## src/rtl/mem_req_ctrl.sv

```systemverilog
// ---------------------------------------------------------------------------
// mem_req_ctrl
//   Initiator side of the data-memory interface. Takes one read or write
//   request at a time from the core, drives the combinational data memory
//   with a safe address/data/write-enable sequence, captures read data and
//   hands a response back to the consumer.
//
// Ports
//   clk, rst_n            rising-edge clock, asynchronous active-low reset
//   req_valid/req_ready   request handshake (ready only while idle)
//   req_we/addr/wdata     request: 1 = write, word address, write data
//   rsp_valid/rsp_ready   response handshake (valid held until accepted)
//   rsp_rdata, rsp_err    read data (0 for writes/errors), out-of-range flag
//   mem_addr/din/we       registered drive into the data memory
//   mem_dout              combinational read data from the memory
//
// Sequence per in-range request:
//   IDLE -> SETUP (WAIT_CYC cycles) -> ACCESS (1) -> [HOLD (1), writes] -> RESP
// Out-of-range requests skip the memory entirely: IDLE -> RESP with rsp_err.
// WAIT_CYC must lie in 1..15 (the setup counter is 4 bits wide).
// ---------------------------------------------------------------------------
module mem_req_ctrl #(
    parameter int DATA_W    = 16,
    parameter int ADDR_W    = 8,
    parameter int MEM_DEPTH = 8,
    parameter int WAIT_CYC  = 1
) (
    input  logic              clk,
    input  logic              rst_n,
    input  logic              req_valid,
    output logic              req_ready,
    input  logic              req_we,
    input  logic [ADDR_W-1:0] req_addr,
    input  logic [DATA_W-1:0] req_wdata,
    output logic              rsp_valid,
    input  logic              rsp_ready,
    output logic [DATA_W-1:0] rsp_rdata,
    output logic              rsp_err,
    output logic [ADDR_W-1:0] mem_addr,
    output logic [DATA_W-1:0] mem_din,
    output logic              mem_we,
    input  logic [DATA_W-1:0] mem_dout
);

    localparam int CNT_W = 4;
    localparam logic [CNT_W-1:0] CNT_LOAD = CNT_W'(WAIT_CYC - 1);

    typedef enum logic [2:0] {
        IDLE,
        SETUP,
        ACCESS,
        HOLD,
        RESP
    } state_t;

    state_t             state;
    state_t             state_nxt;
    logic [CNT_W-1:0]   cnt;
    logic               op_we;
    logic               accept;
    logic               in_range;

    // Full-width compare: an address such as 8'h88 must not alias onto a
    // real word by dropping its upper bits.
    assign in_range = (int'(req_addr) < MEM_DEPTH);

    // ------------------------------------------------------------------
    // State register
    // ------------------------------------------------------------------
    always_ff @(posedge clk or negedge rst_n) begin
        if (!rst_n) begin
            state <= IDLE;
        end else begin
            state <= state_nxt;
        end
    end

    // ------------------------------------------------------------------
    // Next state and handshake outputs
    // ------------------------------------------------------------------
    always_comb begin
        state_nxt = state;
        accept    = 1'b0;
        req_ready = 1'b0;
        rsp_valid = 1'b0;
        case (state)
            IDLE: begin
                req_ready = 1'b1;
                if (req_valid) begin
                    accept    = 1'b1;
                    state_nxt = in_range ? SETUP : RESP;
                end
            end
            SETUP: begin
                if (cnt == '0) begin
                    state_nxt = ACCESS;
                end
            end
            ACCESS: begin
                state_nxt = op_we ? HOLD : RESP;
            end
            HOLD: begin
                state_nxt = RESP;
            end
            RESP: begin
                rsp_valid = 1'b1;
                if (rsp_ready) begin
                    state_nxt = IDLE;
                end
            end
            default: begin
                state_nxt = IDLE;
            end
        endcase
    end

    // ------------------------------------------------------------------
    // Datapath: request latch, memory drive, response capture
    // ------------------------------------------------------------------
    always_ff @(posedge clk or negedge rst_n) begin
        if (!rst_n) begin
            op_we     <= 1'b0;
            cnt       <= '0;
            mem_addr  <= '0;
            mem_din   <= '0;
            mem_we    <= 1'b0;
            rsp_rdata <= '0;
            rsp_err   <= 1'b0;
        end else begin
            if (accept) begin
                op_we     <= req_we;
                rsp_rdata <= '0;
                rsp_err   <= !in_range;
                // The memory bus is only touched for legal addresses, so an
                // error response leaves mem_addr/mem_din exactly as they were.
                if (in_range) begin
                    mem_addr <= req_addr;
                    mem_din  <= req_wdata;
                    cnt      <= CNT_LOAD;
                end
            end

            if (state == SETUP && cnt != '0) begin
                cnt <= cnt - 1'b1;
            end

            // Write enable is a one-cycle registered pulse covering ACCESS.
            // Address and data were settled during SETUP and stay put
            // through HOLD, so the address never moves while we is high.
            mem_we <= (state == SETUP) && (cnt == '0) && op_we;

            if (state == ACCESS && !op_we) begin
                rsp_rdata <= mem_dout;
            end
        end
    end

endmodule

```

## config.mk

```make
export PLATFORM = sky130hd
export DESIGN_NAME = mem_req_ctrl
export DESIGN_NICKNAME = d
export VERILOG_FILES = /design/src/rtl/mem_req_ctrl.sv
export SDC_FILE = /design/constraint.sdc
export NUM_CORES = 1
export LEC_CHECK = 0
export BUFFER_PORTS_ARGS = -buffer_cell sky130_fd_sc_hd__buf_2
export CORE_MARGIN = 4
export CORE_UTILIZATION = 43
export DETAILED_ROUTE_END_ITERATION = 8
export GPL_TIMING_DRIVEN = 0
export HOLD_SLACK_MARGIN = 0.03
export PLACE_DENSITY_LB_ADDON = 0.08
export SYNTH_ARGS = -nofsm -noshare
export SYNTH_HDL_FRONTEND = slang
export SYNTH_SLANG_ARGS = --single-unit
```

## constraint.sdc

```tcl
create_clock -name clk -period 1.9 [get_ports clk]
set_input_delay 0.475 -clock clk [delete_from_list [all_inputs] [get_ports clk]]
set_output_delay 0.475 -clock clk [all_outputs]
set_load 0.05 [all_outputs]
```

* Yosys cells after proc, flatten, opt, wreduce, memory -nomap -nowiden
Index checks and enable logic that the tools add are counted.
** Operators by class
- $add $sub $neg :: 1
- $mul :: 0
- Divide/modulo/power cells :: 0
- Magnitude comparators :: 1
- Equal/unequal tests :: 7
- Shift operators :: 0
- Multiplexer cells :: 15
- Bitwise operators :: 0
- Reductions and logical operators :: 15
** Operators with widths (number)
- $mux W16 :: 2
- $mux W3 :: 5
- $pmux W3 S5 :: 1
- $mux W4 :: 3
- $lt A8 B4 Y1 const B :: 1
- $eq A3 B2 Y1 const B :: 2
- $reduce_bool A2 Y1 :: 3
- $logic_and A1 B1 Y1 :: 4
- $logic_not A4 Y1 :: 1
- $mux W1 :: 4
- $ne A2 B2 Y1 const B :: 2
- $reduce_and A2 Y1 :: 2
- $reduce_bool A4 Y1 :: 1
- $sub A4 B1 Y4 const B :: 1
- $eq A3 B1 Y1 const B :: 1
- $eq A3 B3 Y1 const B :: 1
- $logic_not A3 Y1 :: 1
- $reduce_and A3 Y1 :: 1
- $logic_not A1 Y1 :: 2
- $ne A2 B1 Y1 const B :: 1
** Storage, ports and cells
- Register bits after elaboration :: 50
- Bits in latches :: 0
- RAM bits :: 0
- ROM bits :: 0
- Bits of input ports :: 45
- Output and inout bits :: 44
- Word-level logic and storage cells :: 47
- Memories :: 0

* Logic depth before layout (Yosys ltp)
Gate-level depths: netlist of the first run.
- Depth after elaboration :: 4
- Mapped depth :: 6
- Depth with buffers taken out :: 5

* Worst setup path before layout of the first run
No wires, ideal clock.
- Kind :: register to register
- Start :: register state[1]
- End :: register state[2]
- Setup time :: 81 ps
- Arrival time :: 2104 ps
- Data required time :: 1819 ps
- Path slack :: -286 ps
- Stages on the path, launching flop included :: 5
- Buffers on the path :: 1
- Period minus slack after synthesis :: 2186 ps
- Path through :: dfrtp_1 > clkbuf_1 > nor3_1 > o21ai_0 > a2bb2oi_1
** Between the ends
- Longest elaborated chain between the ends :: 3
- Elaborated cells on any way between the ends :: 10
- Those cells by class :: 7 x eq/ne; 1 x mux; 2 x reduce/logical
** RTL lines
- start, declared :: line 56 : state_t state;
- start signal, assigned :: line 74 : state <= state_nxt;
- $eq A3 B1 Y1, or another cell as far along :: line 86 : case (state)
- $ne A2 B1 Y1 (no line) or $ne A2 B2 Y1 (tied branches)
- $reduce_and A3 Y1 (no line)
Several ways; a longest one is shown, not always the timed one.
A chain may end at the register's enable or synchronous reset.

* Worst setup path after layout of the first run
- Start :: register state[1]
- End :: register mem_addr[0]
** Between the ends
- Longest elaborated chain between the ends :: 3
** RTL lines
- $logic_not A3 Y1 :: line 86
- $mux W1 :: line 86
- $reduce_and A2 Y1 (no line)
- end signal, assigned :: line 137 : mem_addr <= req_addr;
- end, declared :: line 39 : output logic [ADDR_W-1:0] mem_addr,
No other way between the ends.

==> summary.txt, run 1 <==
Power
  • Net switching power: 1460 uW
  • Combinational share of power: 0.419
  • Leakage Power: 0.00151 uW
  • Register share of total power: 0.405
  • Power Total: 3550 uW
  • Clock share of power: 0.176
  • Sw Share: 0.412
  • Pwr/cell area: 1240 mW/mm^2
  • Internal power: 2090 uW
  • Peak VDD IR: 0.726 mV

CTS
  • Clock buffer count from CTS: 5
  • CTS tree: done
  • Worst skew pair latency: 0.30 ns
  • Num Clock Sinks: 50
  • Longest Clk Path Bufs: 2
  • Hold_buf cts: 0
  • Clock transition at the registers of the reported paths: 0.08 ns
  • Clock root cell: clkbuf_8
  • Htree depth: 2

STA
  • Clock skew: slightly below 0.006 ns
  • Setup TNS: -0.00754 ns
  • Worst setup margin: -0.00348 ns
  • Final critical-path share of the clock period: 1.00
  • Final Max Tran Viols: 0
  • Fmax: 525 MHz
  • Final setup viols: 4
  • Final Hold Fails: 0
  • Max-slew headroom: 0.281
  • Worst Tran Pin Value: 1.08 ns
  • Post-layout minimum cycle time: 1.90 ns
  • RSZ-0062 raised after global routing: yes

Die
  • Core Region: ~0.0048 mm^2
  • Die Ht: around 80 um
  • Ports: 89
  • Die width: 78.2 um
  • Die ar.: 0.00611 mm^2
  • Initial Utilization: 0.445
  • Num rows: 25

Logic synthesis
  • Post-Synth Adder-Cell Area: 0.00591
  • Multiplexer area fraction after synthesis: 0.124
  • Post-synthesis compound-gate area fraction: 0.0922
  • Synth top area share: 0.591
  • Synthesized cell area: about 0.0021 mm^2
  • Largest family of logic cells by synthesized area: simple AND/OR/NAND/NOR gates
  • Post-synth ARST share: 1.00
  • Xor/xnor cell area share of the yosys netlist: 0
  • Number of synthesis warnings: 0
  • Ranking of synthesized cells by area: dfrtp_1 (59%), mux2_4 (7.1%), nand2_1 (6.2%), mux2_2 (5.3%), o21ai_0 (5.2%)
  • Cell variety after synth: 36
  • Syn Nets: 225
  • Syn Area/Cell: 11.8 um^2
  • Post-Synthesis Cells: 179
  • Seq/Total Area, Yosys: 0.591
  • Simple-Gate Fraction of Synth Area: 0.144
  • Dominant cell type by area after synthesis: dfrtp_1
  • #FFs+latches synth: 50
  • EDFF count, synth: 0
  • Synth Flop Type: dfrtp_1

Route
  • DRC: 0
  • First-pass DRT Iterations: 4
  • Drt first-iter violations: 38
  • Post-DRT Antenna Nets: 0
  • Via density per instance: 4.83
  • Vias: 1680
  • WL/cell: roughly 14 um
  • Post-Route WL: 4760 um

Finish
  • Ant. Diodes: 0
  • Nets@finish: 326
  • Fill count: around 440
  • Layout area overhead: 35.6%
  • Fin area: 0.00287 mm^2
  • Share of post-route cells with drive strength above 1: 0.488
  • Post-Layout Cell Count: 348

Setup path
  • Required time of the critical path: 2.09 ns
  • Critical path peak fanout: 5
  • Crit path capture type: flip-flop
  • CP Class: reg2reg
  • CP Data Arrival Time: approximately 2.1 ns
  • Critical Path Source Type: flip-flop
  • Worst R2R Path Depth: 5

Global routing
  • Initial antenna violation count: 0
  • Largest net degree at the start of global routing: 51
  • Grt ovf: 0
  • Total GRT Usage: 0.161
  • Vias in the first global route: between 1500 and 2000
  • First-pass GRT wire length: 7760 um

Place
  • Port bufs: 88
  • Placed Area: approximately 0.0027 mm^2
  • Dpl cells: between 300 and 400
  • Placed wire-length estimate: 3310 um
  • Post-Place Worst Slack: -0.249 ns
  • GPL Wtd Cong: 0.787

Min path
  • Hold crit path type: in2async

Run
  • Max cap viols: 0

Status
  • Status: complete, but fails checks
  • Failing checks: setup timing
==> per-stage QoR <==
stage / hold slack [ns] / util
final: 0.366 / 0.604
after detailed placement: 0.488 / 0.559
after global placement: 0.478 / 0.559
after CTS: 0.361 / 0.597
after global routing: 0.362 / 0.604
after floorplan: 0.179 / -
==> layout by cell type, fill, tap and decap left out, drive strengths merged, types with 2 or more instances in the layout <==
cell,instances
a21oi,2
buf,98
clkbuf,14
dfrtp,50
inv,5
mux2,20
nand2,35
nor2,2
nor2b,5
nor3,3
nor4b,2
o21ai,22
o31ai,2
or3,2
or4,2
==> per-layer routing <==
layer | global-route usage | share of wire | up-vias
li1 | - | - | 816
met1 | 0.215 | 0.44 | 803
met2 | 0.248 | 0.47 | 55
met3 | 0.0516 | 0.076 | 6
met4 | 0.0577 | 0.014 | 0
met5 | 0 | 0 | -
==> synth_stat cells (2+ instances only) <==
library cell  instances
nor2_1                2
inv_1                 5
nand2_1              35
or3_1                 2
nor4b_1               2
mux2_2               10
mux2_4               10
a21oi_1               2
nor3_1                2
o31ai_1               2
buf_2                 3
o21ai_0              22
or4_1                 2
dfrtp_1              50
clkbuf_1              5
nor2b_1               5
==> kinds of logic (layout without fill, tap and decap cells) <==
| group | after synthesis | after routing |
|---|---|---|
| flops | 50 | 50 |
| compound gates | 33 | 33 |
| mux | 20 | 20 |
| simple gates | 59 | 59 |
| buf+inv | 16 | 118 |
| fa+ha+maj | 1 | 1 |
==> layout make-up <==
cell class	instances	area (um^2)	area share
Sequential cell	50	1250	0.436
Multi-Input combinational cell	113	830	0.289
Timing Repair Buffer	95	528	0.184
Clock buffer	7	86.3	0.0301
Tap cell	67	83.8	0.0292
Buffer	10	66.3	0.0231
Inverter	5	18.8	0.00654
Clock inverter	1	5.00	0.00174
==> power groups by stage <==
stage               Combinational, uW  Sequential, uW  Clock (uW)
floorplan                         541            1960           0
global placement                 1400            1460           0
detailed placement               1400            1460           0
CTS                              1500            1430         648
global route                     1590            1470         701
finish                           1490            1440         625
==> worst max-delay path: stages, from the launching register on <==
cell and delay (ns):
dfrtp_1 0.40, or4b_4 0.55, nor3_4 0.22, buf_6 0.17, clkbuf_16 0.15, mux2_4 0.29
==> sequential cells by signal, indices dropped and copies added (netlist names) <==
signal / cells
cnt: 4
mem_addr: 8
mem_din: 16
mem_we: 1
op_we: 1
rsp_err: 1
rsp_rdata: 16
state: 3
==> repair_timing <==
action                                 CTS  global route
endpoints found under the hold margin    0             0
buffers inserted                         5             1
cloned                                   0             1
resized for setup                       10             5
setup endpoints to repair               24            22
pin swaps                                0             1
==> worst paths after layout <==
kind / startpoint / to / slack (ns)
min in group clk: mem_dout[15] / rsp_rdata[15] / 0.37
worst min register to register: mem_addr[4] / mem_addr[4] / 0.50
worst min-delay path: rst_n / mem_din[5] / 0.37
max in group asynchronous: rst_n / state[2] / 0.81
worst max-delay path: state[1] / mem_addr[0] / -0.003
worst max register to register: state[1] / mem_addr[0] / -0.003
Note: power is estimated with default switching activity, not from simulation.
==> run 2, diff against run 1 <==
CORE_MARGIN = default   (was 4)
CORE_UTILIZATION = 44   (was 43)
CTS_BUF_LIST = sky130_fd_sc_hd__clkbuf_8   (was default)
==> run 2 against run 1 <==
Compared with the run above: the flow finishes with violations (DRC, setup timing); largest cell class unchanged; wire length is 2.1% lower; via count shrank 0.95%; first-iteration DRC count up 110%; critical path type unchanged; sequential cell count unchanged.
==> summary.txt, run 2 (same netlist as run 1, synthesis figures left out) <==
Global routing
  • Initial antenna violation count: 0 (unchanged)
  • Largest net degree at the start of global routing: 51 (unchanged)
  • First-pass GRT wire length: 7200 um (was 7760 um)
  • Grt ovf: 0 (unchanged)
  • Total GRT Usage: 0.182 (was 0.161)
  • Vias in the first global route: 1562 (was 1591)

Setup path
  • Required time of the critical path: 2.09 ns (about the same)
  • Worst R2R Path Depth: 5 (unchanged)
  • Crit Reg-Reg Endpoint: mem_din[13] (was mem_addr[0])
  • Crit path capture type: flip-flop (unchanged)
  • Critical Path Source Type: flip-flop (unchanged)
  • CP Data Arrival Time: 2.12 ns (was 2.09 ns)
  • R2R Setup Slk: -0.03 ns (was -0.003 ns)
  • CP Class: reg2reg (unchanged)
  • Critical path peak fanout: 8 (was 5)
  • Reg-to-reg startpoint: state[1] (unchanged)

CTS
  • Clock buffer count from CTS: 5 (unchanged)
  • Clock transition at the registers of the reported paths: 0.09 ns (was 0.08 ns)
  • Num Clock Sinks: 50 (unchanged)
  • Worst skew pair latency: 0.29 ns (was 0.30 ns)
  • Longest Clk Path Bufs: 2 (unchanged)
  • Htree depth: 2 (unchanged)
  • Clock root cell: clkbuf_8 (unchanged)
  • CTS tree: done (unchanged)

Finish
  • Nets@finish: 329 (was 326)
  • Fin area: 0.00286 mm^2 (was 0.00287 mm^2)
  • Most common cell after layout, fill and taps aside: buf_2 (unchanged)
  • Highest-count cells in the layout ignoring fill and taps: buf_2 (89), dfrtp_1 (49), nand2_1 (35), o21ai_0 (22), mux2_4 (14) (was buf_2 (89), dfrtp_1 (49), nand2_1 (35), o21ai_0 (22), mux2_4 (17))
  • Share of post-route cells with drive strength above 1: 0.489 (was 0.488)
  • Layout area overhead: 34.9% (was 35.6%)
  • Ant. Diodes: 0 (unchanged)
  • Largest registers: mem_din: 16 flops, rsp_rdata: 16 flops, mem_addr: 8 flops (unchanged)

Die
  • Die width: 71.4 um (was 78.2 um)
  • Die ar.: 0.00509 mm^2 (was 0.00611 mm^2)
  • Die Ht: 71.4 um (was 78.2 um)
  • Ports: 89 (unchanged)
  • Core Region: 0.00447 mm^2 (was 0.00475 mm^2)
  • Initial Utilization: 0.473 (was 0.445)
  • Num rows: 24 (was 25)

Place
  • Port bufs: 88 (unchanged)
  • Placed wire-length estimate: 3180 um (was 3310 um)
  • GPL Wtd Cong: 0.747 (was 0.787)
  • Placed Area: 0.00264 mm^2 (was 0.00266 mm^2)
  • Post-Place Worst Slack: -0.228 ns (was -0.249 ns)

Power
  • Peak VDD IR: 0.655 mV (was 0.726 mV)
  • Leakage Power: 0.00152 uW (was 0.00151 uW)
  • Pwr/cell area: 1230 mW/mm^2 (was 1240 mW/mm^2)

Route
  • First-pass DRT Iterations: 6 (was 4)
  • Met2 WL post-DR: 2230 um (was 2260 um)
  • Uppermost layer routed: met4 (unchanged)
  • Met3 Wirelength: 230 um (was 363 um)
  • Post-Route WL: 4660 um (was 4760 um)
  • M1 wire length: 2160 um (was 2070 um)
  • Post-DRT Antenna Nets: 0 (unchanged)
  • WL/cell: 13.9 um (was 13.7 um)
  • DRC: 8 (was 0)
  • Drt first-iter violations: 80 (was 38)
  • Vias: 1664 (was 1680)
  • Via density per instance: 4.95 (was 4.83)

STA
  • Worst setup margin: -0.0324 ns (was -0.00348 ns)
  • Final Max Tran Viols: 0 (unchanged)
  • Worst Tran Pin Value: 1.09 ns (was 1.08 ns)
  • Post-layout minimum cycle time: 1.93 ns (was 1.90 ns)
  • Max-slew headroom: 0.276 (was 0.281)
  • Fmax: 517 MHz (was 525 MHz)
  • Final Hold Fails: 0 (unchanged)
  • Clock skew: 0.00438 ns (was 0.00591 ns)
  • Final setup viols: 8 (was 4)
  • Final critical-path share of the clock period: 1.02 (was 1.00)
  • RSZ-0062 raised after global routing: yes (unchanged)

Min path
  • Hold crit path type: in2async (unchanged)

Status
  • Status: complete, but fails checks (unchanged)
  • Failing checks: DRC, setup timing (was setup timing)

Run
  • Max cap viols: 0 (unchanged)
run 2: per-stage QoR:
step           hold slack, ns  total power, uW  setup TNS [ns]  std cells   util
3_3_place_gp            0.476             2840           -3.15        319  0.590
5_1_grt                 0.387             3700          -0.746        336  0.638
4_1_cts                 0.368             3540          -0.373        334  0.629
3_5_place_dp            0.486             2860           -3.82        319  0.590
2_1_floorplan           0.179             2510          -0.218        179      -
6_report                0.375             3520          -0.145        336  0.638
run 2: how the worst max path moves through the flow:
stage                     start     endpoint
floorplan           req_addr[7]  mem_addr[0]
global placement    req_addr[7]  mem_addr[0]
detailed placement  req_addr[7]   mem_din[9]
CTS                    state[1]  mem_din[15]
global route           state[1]   mem_din[9]
finish                 state[1]  mem_din[13]
run 2: power breakdown:
part | internal, uW | switching (uW) | leakage (uW) | total, uW
clock | 255 | 345 | 0.0000493 | 600
combinational | 498 | 972 | 0.000805 | 1470
sequential | 1280 | 170 | 0.000664 | 1450
run 2: timing repair:
item	4_1_cts	5_1_grt
setup buffers	7	2
pin swaps	0	2
resized for setup	7	4
cloned	0	1
endpoints found under the setup margin	36	21
hold buffers	0	0
run 2: area by class of cell:
cell class | count | area [um^2]
clock inverter | 3 | 17.5
tap | 52 | 65.1
timing repair buffer | 98 | 551
buffer | 10 | 65.1
fill | 406 | 1620
multi-input combinational | 113 | 818
inverter | 5 | 18.8
sequential | 50 | 1250
clock buffer | 5 | 68.8
run 2: layer usage:
| layer | track usage | vias up |
|---|---|---|
| met5 | 0 | - |
| li1 | - | 816 |
| met2 | 0.310 | 50 |
| met4 | 0.0600 | 0 |
| met1 | 0.235 | 793 |
| met3 | 0.0323 | 5 |
run 2: critical path, cell delays in order, from the launching register on:
cell	delay, ns
dfrtp_1	0.41
or4b_4	0.57
nor3_4	0.21
buf_6	0.18
clkbuf_16	0.16
mux2_4	0.30
==> run 3, diff against run 2 <==
PLACE_DENSITY = 0.88   (was default)
PLACE_DENSITY_LB_ADDON = default   (was 0.08)
==> run 3 against run 2 <==
Compared with the run above: wire length rose by 7.7%; sequential power about the same; the flow finishes with violations (DRC); fmax grew 3.7%; via count grew 4.6%; register-to-register slack better by 0.07 ns; clock power is 5.7% higher; final cell count fell by 1.2%; cell area about the same; critical path type unchanged; total power increased by 1.8%; critical endpoint is now mem_addr[0]; count of clock-buffer cells in the layout is 1 higher; non-clock buffer count fell by 4.
==> summary.txt, run 3 (same netlist as run 1, synthesis figures left out) <==
Route
  • Vias: 1741 (was 1664)
  • DRC: 13 (was 8)
  • Via density per instance: 5.24 (was 4.95)
  • WL/cell: 15.1 um (was 13.9 um)
  • Drt first-iter violations: 138 (was 80)
  • Post-Route WL: 5020 um (was 4660 um)
  • Post-DRT Antenna Nets: 0 (unchanged)
  • First-pass DRT Iterations: 7 (was 6)

Setup path
  • Critical path peak fanout: 5 (was 8)
  • Critical Path Start: state[1] (unchanged)
  • Crit path capture type: flip-flop (unchanged)
  • Reg-to-reg startpoint: state[1] (unchanged)
  • Required time of the critical path: 2.09 ns (about the same)
  • CP Class: reg2reg (unchanged)
  • CP Data Arrival Time: 2.06 ns (was 2.12 ns)
  • Critical Path Source Type: flip-flop (unchanged)

CTS
  • Worst skew pair latency: 0.30 ns (was 0.29 ns)
  • Clock root cell: clkbuf_8 (unchanged)
  • Hold_buf cts: 0 (unchanged)
  • CTS tree: done (unchanged)
  • Clock buffer count from CTS: 5 (unchanged)
  • Clock transition at the registers of the reported paths: 0.09 ns (about the same)
  • Num Clock Sinks: 50 (unchanged)
  • Htree depth: 2 (unchanged)
  • Longest Clk Path Bufs: 2 (unchanged)

STA
  • Clock skew: 0.00586 ns (was 0.00438 ns)
  • Final critical-path share of the clock period: 0.981 (was 1.02)
  • Final Hold Fails: 0 (unchanged)
  • Fmax: 537 MHz (was 517 MHz)
  • Hold WS: 0.372 ns (was 0.375 ns)
  • Final setup viols: 0 (was 8)
  • Final Max Tran Viols: 0 (unchanged)
  • Post-layout minimum cycle time: 1.86 ns (was 1.93 ns)
  • Max-slew headroom: 0.276 (about the same)
  • Worst Tran Pin Value: 1.09 ns (about the same)
  • RSZ-0062 raised after global routing: yes (unchanged)

Status
  • Failing checks: DRC (was DRC, setup timing)
  • Status: complete, but fails checks (unchanged)

Die
  • Core Region: 0.00447 mm^2 (unchanged)
  • Die width: 71.4 um (unchanged)
  • Ports: 89 (unchanged)
  • Die ar.: 0.00509 mm^2 (unchanged)
  • Initial Utilization: 0.473 (unchanged)
  • Num rows: 24 (unchanged)
  • Die Ht: 71.4 um (unchanged)

Power
  • Peak VDD IR: 0.708 mV (was 0.655 mV)
  • Leakage Power: 0.00151 uW (was 0.00152 uW)
  • Pwr/cell area: 1250 mW/mm^2 (was 1230 mW/mm^2)

Global routing
  • Vias in the first global route: 1589 (was 1562)
  • Total GRT Usage: 0.188 (was 0.182)
  • Largest net degree at the start of global routing: 51 (unchanged)
  • Initial antenna violation count: 0 (unchanged)
  • First-pass GRT wire length: 7360 um (was 7200 um)
  • Grt ovf: 0 (unchanged)

Place
  • Port bufs: 88 (unchanged)
  • Dpl cells: 319 (unchanged)
  • Placed wire-length estimate: 3340 um (was 3180 um)
  • GPL Wtd Cong: 0.831 (was 0.747)

Finish
  • Layout area overhead: 35.0% (was 34.9%)
  • Final core occ: 0.639 (was 0.638)
  • Post-Layout Cell Count: 332 (was 336)
  • Ant. Diodes: 0 (unchanged)
  • Nets@finish: 325 (was 329)
  • Most common cell after layout, fill and taps aside: buf_2 (unchanged)
  • Fill count: 341 (was 406)
  • Highest-count cells in the layout ignoring fill and taps: buf_2 (89), dfrtp_1 (49), nand2_1 (35), o21ai_0 (22), mux2_4 (19) (was buf_2 (89), dfrtp_1 (49), nand2_1 (35), o21ai_0 (22), mux2_4 (14))
  • Largest registers: mem_din: 16 flops, rsp_rdata: 16 flops, mem_addr: 8 flops (unchanged)
  • Share of post-route cells with drive strength above 1: 0.489 (about the same)

Run
  • Max cap viols: 0 (unchanged)

Min path
  • Hold crit path type: in2async (unchanged)
-- run 3: changes by cell type in the layout (fill, tap and decap cells not counted), sizes merged --
cell / delta
inv: -1
clkinv: -1
clkinvlp: +1
clkbuf: +2
buf: -5
-- run 3: layout make-up --
class	instances	area [um^2]	area share
inverters	5	18.8	0.00656
clock inverters	2	12.5	0.00438
plain buffers	10	66.3	0.0232
flip-flops and latches	50	1250	0.438
repair buffers	94	524	0.183
multi-input cells	113	837	0.293
well taps	52	65.1	0.0228
clock buffers	6	82.6	0.0289
-- run 3: stage by stage --
step                      TNS [ns]  power [uW]  area, um^2  worst slack (ns)
final                            0        3580        2860            0.0362
after global routing        -0.229        3770        2860           -0.0319
after CTS                        0        3540        2790            0.0125
after detailed placement     -2.81        2860        2640            -0.209
after global placement       -2.98        2810        2640            -0.212
after floorplan             -0.218        2510        2130           -0.0218
-- run 3: critical path, stage by stage (launching register included) --
cell       delay [ns]
dfrtp_1          0.41
or4b_4           0.54
nor3_4           0.19
buf_6            0.17
clkbuf_16        0.15
mux2_4           0.30
-- run 3: per-layer routing --
| metal | track usage | share of wire | vias to the layer above |
|---|---|---|---|
| li1 | - | - | 818 |
| met4 | 0.0800 | 0.011 | 0 |
| met1 | 0.238 | 0.41 | 852 |
| met5 | 0 | 0 | - |
| met2 | 0.310 | 0.51 | 64 |
| met3 | 0.0450 | 0.069 | 7 |
-- run 3: final timing paths --
check	to	slack, ns	cells after the start
worst max-delay path	mem_addr[0]	0.04	5
worst max register to register	mem_addr[0]	0.04	5
min in group clk	rsp_rdata[9]	0.37	3
worst min-delay path	mem_din[8]	0.37	1
worst min register to register	mem_addr[7]	0.50	1
max in group asynchronous	state[2]	0.79	1
-- run 3: timing repair --
action                                 CTS  global route
cloned                                   0             1
buffers inserted                         5             0
endpoints found under the hold margin    0             0
gates resized for setup                  2            16
setup endpoints to repair               11            38
pin swaps                                0             1
-- run 3: report_power, final --
| group | leakage [uW] | switching, uW | internal (uW) |
|---|---|---|---|
| Combinational | 0.000797 | 984 | 515 |
| Sequential | 0.000664 | 168 | 1280 |
| Clock | 0.0000472 | 341 | 293 |
